### src/rtl/xoodyak_seq_pkg.sv
// Shared types and constants for the Xoodyak command sequencer.
// FSM states, op codes and the default output-op mask.
package xoodyak_seq_pkg;

    typedef enum logic [1:0] {
        ST_IDLE,
        ST_ISSUE,
        ST_WAIT,
        ST_EMIT
    } seq_state_e;

    localparam logic [2:0] OP_IDLE    = 3'd0;
    localparam logic [2:0] OP_INIT    = 3'd1;
    localparam logic [2:0] OP_NONCE   = 3'd2;
    localparam logic [2:0] OP_ASSOC   = 3'd3;
    localparam logic [2:0] OP_CRYPT   = 3'd4;
    localparam logic [2:0] OP_DECRYPT = 3'd5;
    localparam logic [2:0] OP_SQUEEZE = 3'd6;
    localparam logic [2:0] OP_RATCHET = 3'd7;

    localparam logic [7:0] OUT_MASK_DEFAULT = 8'b0111_0000;

    function automatic int cont_bit(input int opw);
        return opw - 1;
    endfunction

endpackage

### src/rtl/xoodyak_cmd_fifo.sv
// Synchronous command FIFO with occupancy count.
// Head entry is read combinationally and stays until popped.
module xoodyak_cmd_fifo #(
    parameter int WIDTH = 8,
    parameter int DEPTH = 8
) (
    input  logic                     clk,
    input  logic                     rst,
    input  logic                     push,
    input  logic                     pop,
    input  logic [WIDTH-1:0]         wdata,
    output logic [WIDTH-1:0]         rdata,
    output logic [$clog2(DEPTH):0]   count,
    output logic                     full,
    output logic                     empty
);

    localparam int AW = $clog2(DEPTH);

    logic [WIDTH-1:0] mem_q [DEPTH];
    logic [AW-1:0]    wr_q;
    logic [AW-1:0]    rd_q;
    logic [AW:0]      cnt_q;
    logic             do_push;
    logic             do_pop;

    assign full    = (cnt_q == (AW+1)'(DEPTH));
    assign empty   = (cnt_q == '0);
    assign do_push = push & ~full;
    assign do_pop  = pop & ~empty;
    assign rdata   = mem_q[rd_q];
    assign count   = cnt_q;

    always_ff @(posedge clk) begin
        if (do_push) begin
            mem_q[wr_q] <= wdata;
        end
    end

    // DEPTH is a power of two, so pointers wrap naturally.
    always_ff @(posedge clk or posedge rst) begin
        if (rst) begin
            wr_q  <= '0;
            rd_q  <= '0;
            cnt_q <= '0;
        end else begin
            if (do_push) wr_q <= wr_q + 1'b1;
            if (do_pop)  rd_q <= rd_q + 1'b1;
            case ({do_push, do_pop})
                2'b10:   cnt_q <= cnt_q + 1'b1;
                2'b01:   cnt_q <= cnt_q - 1'b1;
                default: cnt_q <= cnt_q;
            endcase
        end
    end

endmodule

### src/rtl/xoodyak_op_sequencer.sv
// Flow-controlled command sequencer in front of xoodyak_build.
// Issues queued ops with repeats, returns outputs, aborts hung ops.
module xoodyak_op_sequencer
    import xoodyak_seq_pkg::*;
#(
    parameter int         DEPTH    = 8,
    parameter int         OPW      = 6,
    parameter int         DW       = 192,
    parameter int         REPW     = 4,
    parameter logic [7:0] OUT_MASK = OUT_MASK_DEFAULT,
    parameter int         TIMEOUT  = 1024
) (
    input  logic                   eph1,
    input  logic                   reset,
    input  logic                   cmd_valid,
    output logic                   cmd_ready,
    input  logic [OPW-1:0]         cmd_op,
    input  logic [REPW-1:0]        cmd_rep,
    input  logic [DW-1:0]          cmd_data,
    output logic                   core_start,
    output logic [OPW-1:0]         core_opmode,
    output logic [DW-1:0]          core_textin,
    input  logic                   core_finished,
    input  logic [DW-1:0]          core_textout,
    output logic                   res_valid,
    input  logic                   res_ready,
    output logic [DW-1:0]          res_data,
    output logic [OPW-1:0]         res_op,
    output logic                   busy,
    output logic                   err_timeout,
    output logic [$clog2(DEPTH):0] fifo_count
);

    localparam int FW  = OPW + REPW + DW;
    localparam int WDW = (TIMEOUT < 2) ? 1 : $clog2(TIMEOUT);
    localparam logic [WDW-1:0] WD_LAST = WDW'((TIMEOUT > 0) ? TIMEOUT - 1 : 0);

    seq_state_e      state_q, state_d;
    logic [OPW-1:0]  op_q, op_d;
    logic [DW-1:0]   data_q, data_d;
    logic [REPW-1:0] rep_q, rep_d;
    logic [WDW-1:0]  wd_q, wd_d;
    logic [DW-1:0]   res_data_q, res_data_d;
    logic [OPW-1:0]  res_op_q, res_op_d;
    logic            err_q, err_d;

    logic            fifo_push, fifo_pop;
    logic            fifo_full, fifo_empty;
    logic [FW-1:0]   fifo_rdata;
    logic            step;

    assign cmd_ready = ~fifo_full;
    assign fifo_push = cmd_valid & ~fifo_full;

    xoodyak_cmd_fifo #(
        .WIDTH(FW),
        .DEPTH(DEPTH)
    ) u_fifo (
        .clk  (eph1),
        .rst  (reset),
        .push (fifo_push),
        .pop  (fifo_pop),
        .wdata({cmd_op, cmd_rep, cmd_data}),
        .rdata(fifo_rdata),
        .count(fifo_count),
        .full (fifo_full),
        .empty(fifo_empty)
    );

    always_comb begin
        state_d    = state_q;
        op_d       = op_q;
        data_d     = data_q;
        rep_d      = rep_q;
        wd_d       = wd_q;
        res_data_d = res_data_q;
        res_op_d   = res_op_q;
        err_d      = err_q;
        fifo_pop   = 1'b0;
        step       = 1'b0;
        unique case (state_q)
            ST_IDLE: begin
                if (!fifo_empty) begin
                    op_d    = fifo_rdata[FW-1 -: OPW];
                    rep_d   = fifo_rdata[DW +: REPW];
                    data_d  = fifo_rdata[DW-1:0];
                    state_d = ST_ISSUE;
                end
            end
            ST_ISSUE: begin
                wd_d    = '0;
                state_d = ST_WAIT;
            end
            ST_WAIT: begin
                // A finish in the same cycle as the timeout takes priority.
                if (core_finished) begin
                    if (OUT_MASK[op_q[2:0]]) begin
                        res_data_d = core_textout;
                        res_op_d   = op_q;
                        state_d    = ST_EMIT;
                    end else begin
                        step = 1'b1;
                    end
                end else if (TIMEOUT != 0 && wd_q == WD_LAST) begin
                    err_d    = 1'b1;
                    fifo_pop = 1'b1;
                    state_d  = ST_IDLE;
                end else begin
                    wd_d = wd_q + 1'b1;
                end
            end
            ST_EMIT: begin
                if (res_ready) step = 1'b1;
            end
            default: state_d = ST_IDLE;
        endcase
        if (step) begin
            if (rep_q != '0) begin
                rep_d   = rep_q - 1'b1;
                state_d = ST_ISSUE;
            end else begin
                fifo_pop = 1'b1;
                state_d  = ST_IDLE;
            end
        end
    end

    always_ff @(posedge eph1 or posedge reset) begin
        if (reset) begin
            state_q    <= ST_IDLE;
            op_q       <= '0;
            data_q     <= '0;
            rep_q      <= '0;
            wd_q       <= '0;
            res_data_q <= '0;
            res_op_q   <= '0;
            err_q      <= 1'b0;
        end else begin
            state_q    <= state_d;
            op_q       <= op_d;
            data_q     <= data_d;
            rep_q      <= rep_d;
            wd_q       <= wd_d;
            res_data_q <= res_data_d;
            res_op_q   <= res_op_d;
            err_q      <= err_d;
        end
    end

    logic active;
    assign active      = (state_q == ST_ISSUE) || (state_q == ST_WAIT);
    assign core_start  = (state_q == ST_ISSUE);
    assign core_opmode = active ? op_q : '0;
    assign core_textin = active ? data_q : '0;
    assign res_valid   = (state_q == ST_EMIT);
    assign res_data    = res_data_q;
    assign res_op      = res_op_q;
    assign busy        = (state_q != ST_IDLE) || !fifo_empty;
    assign err_timeout = err_q;

endmodule

### config.mk
export PLATFORM = sky130hd
export DESIGN_NAME = xoodyak_op_sequencer
export DESIGN_NICKNAME = d
export VERILOG_FILES = /design/src/rtl/xoodyak_seq_pkg.sv /design/src/rtl/xoodyak_cmd_fifo.sv /design/src/rtl/xoodyak_op_sequencer.sv
export SDC_FILE = /design/constraint.sdc
export NUM_CORES = 2
export LEC_CHECK = 0
export BUFFER_PORTS_ARGS = -buffer_cell sky130_fd_sc_hd__buf_4
export CAP_MARGIN = 15
export CORE_AREA = 2 2 354 356
export CTS_CLUSTER_SIZE = 8
export DETAILED_ROUTE_END_ITERATION = 8
export DIE_AREA = 0 0 356 358
export GPL_TIMING_DRIVEN = 0
export PLACE_DENSITY_LB_ADDON = 0.1
export SYNTH_ARGS = -nofsm -noshare
export SYNTH_HDL_FRONTEND = slang
export SYNTH_SLANG_ARGS = --single-unit
### constraint.sdc
create_clock -name eph1 -period 56 [get_ports eph1]
set_clock_uncertainty 0.2 [all_clocks]
set_input_delay 16.8 -clock eph1 [delete_from_list [all_inputs] [get_ports eph1]]
set_output_delay 16.8 -clock eph1 [all_outputs]
set_load 0.01 [all_outputs]
==> qor.yml <==
status: "complete, no violations"
ys.flop_type: "edfxtp_1"
p_per_area_nw_per_um2: 54.3
yosys-top-cells-count: "edfxtp_1, dfrtp_1, mux4_2, nand2_1, mux2_2"
netlist_area_um2: 77500
synth_edf_count: 1616
worstSetupPathType: "reg2out"
ys_top_cells_by_area: "edfxtp_1, dfrtp_1, mux4_2"
gp_congestion: 0.872
post-cts-setup-buffers: 0
clock-root-buffer: "clkbuf_16"
dieArea_um2: 127000
setup_violations: 0
fmax_ghz: 0.0472
met1_length_um: 77600
finalHoldViolCount: 0
synth-seq-area-share_pct: 76.2
clk_pin_slew_ns: 0.05
hold_buffers: 0
cts.sinks: 2039
worstSkewPairLatency_ns: 0.90
p_leak_nw: 35.1
setup.worst_path.start: "state_q[0]"
drt_first_iter_violations: 5045
cap_viol_max_count: 0
cp-start-kind: "register"
synth_top_area_share_pct: 62.6
routed.top_layer: "met5"
worstSetupEndpointType: "output pin"
final_core_util_pct: 78.3
relSlewSlack_pct: 30.7
clock_path_buffers: 4
route.vias.total: 42800
crit_end: "core_textin[96]"
rr_endpoint: "u_fifo.mem_q[0][112]"
met2WireLength_um: 104000
ys_types: 56
fin_hold_ws_ns: 0.271
grt_pass1_wl_um: 302000
via_per_inst: 6.17
fin_cells: 6945
r2r_cells: 13
coreArea_um2: 123000
crit_arrival_ns: 4.19
report.final.slew_viol_count: 0
grt_overflow_total: 0
synth_area_per_cell_um2: 20.4
grt_max_degree: 118
portBuffers: 803
first_pass_iters: 6
place_inst: 6413
grt.total_usage_pct: 33.7
fin_crit_sh_pct: 37.8
yosysTopAreaCell: "edfxtp_1"
wl_met3_um: 20900
fin_total_pwr_mw: 5.25
drive_gt1_share_pct: 38.5
syn_inst: 3795
ant_nets: 0
synthArstFlopShare_pct: 20.7
syn2layout_area_growth_pct: 24.6
hp-class: "reg2reg"
fin_crit_ns: 21.19
syn_nets: 4205
synth_warnings: 0
avgRoutedWirePerCell_um: 30.9
grt_pass1_vias: 43400
die_y_um: 358
required_ns: 39.00
drc: 0
synth_most_common_cell: "edfxtp_1"
rows: 129
final_nets: 5493
path_max_fanout: 10
drt-total-wl_um: 215000
tightest_slew_ns: 1.03
synth-seq-cells: 2039
cts_max_level: 5
r2r_setup_slack_ns: 51.90
timing.rr.start: "u_fifo.count[1]"
rsz0062_at_grt: "false"
cts_tree: "built"
io_pins: 804
peakVddDrop_v: 0.0000409
die_w_um: 356
initial_core_util_pct: 62.9
cts_made_buffers: 305
antenna_found_initial: 42
dp_hpwl_um: 143000
cts_resized: 0
## logic make-up (layout without fill, tap and decap cells)
family / Yosys count / after routing / share of synthesized area, %
DFF: 2039 / 2039 / 76.2
muxes: 807 / 807 / 17.3
and+or+nand+nor: 474 / 474 / 3.11
AOI/OAI and AO/OA: 243 / 243 / 1.66
buffers and inverters: 211 / 1702 / 1.42
adders and majority gates: 11 / 11 / 0.178
xor gates and xnor gates: 10 / 10 / 0.113
other: 0 / 22 / 0
## stage by stage
step | instance area (um^2) | setup WS [ns] | TNS (ns)
floorplan | 77500 | 18.56 | 0
global placement | 85600 | -2.42 | -479.19
detailed placement | 87900 | 35.69 | 0
CTS | 96600 | 34.71 | 0
global route | 96600 | 34.73 | 0
finish | 96600 | 34.81 | 0
## metal layers
metal  track usage, %  vias up
met1             43.5    22300
met3             9.54      489
li1                 -    17700
met5                0        -
met4             17.4       40
met2             53.0     2267
## how the worst min path moves through the flow
stage,start,to,slack [ns],depth (start not counted)
floorplan,data_q[47],data_q[47],0.24,2
global placement,data_q[94],data_q[94],0.25,2
detailed placement,data_q[184],data_q[184],0.26,2
CTS,data_q[184],data_q[184],0.27,2
global route,data_q[8],data_q[8],0.29,2
finish,data_q[184],data_q[184],0.27,2
## report_power, final
group / leakage (nW) / switching (mW) / internal, mW
Clock: 4.13 / 0.621 / 1.03
Combinational: 11.0 / 0.856 / 0.649
Sequential: 20.0 / 0.124 / 1.97
## state kept, by name, summed over array words and instances (netlist names)
register / flops
rep_q: 4
err_timeout: 1
op_q: 6
u_fifo.count: 4
u_fifo.rd_q: 3
res_data: 192
res_op: 6
wd_q: 10
u_fifo.wr_q: 3
data_q: 192
u_fifo.mem_q: 1616
state_q: 2
## cells in the final DEF, fill, tap and decap left out, types with 11 or more instances in the layout
cell type	netlist	routed
and2_1	199	199
buf_1	30	30
buf_12	0	25
buf_2	66	66
buf_4	7	849
buf_6	24	118
buf_8	0	13
clkbuf_1	59	247
clkbuf_16	0	313
clkbuf_2	17	18
dfrtp_1	423	423
diode_2	0	22
edfxtp_1	1616	1616
ha_1	11	11
mux2_2	202	202
mux2i_1	201	201
mux4_2	404	404
nand2_1	215	215
o21ai_0	106	106
o21ai_1	102	102
## worst max-delay path, cell delays in order (launching register included)
cell,delay (ns)
dfrtp_1,0.42
inv_1,0.10
ha_1,0.35
clkbuf_1,0.59
buf_8,0.23
clkbuf_2,0.61
clkbuf_1,0.49
and2_1,0.31
buf_4,0.16
## cell type report
type                            count  area [um^2]
Fill cell                        6479        26700
Antenna cell                       22         55.1
Clock inverter                      7         92.6
Clock buffer                      503         8560
Tap cell                         1637         2050
Multi-Input combinational cell   1545        17400
Sequential cell                  2039        59100
Inverter                            8         37.5
Buffer                            203         1070
Timing Repair Buffer              981         8270
Note: power is estimated with default switching activity, not from simulation.
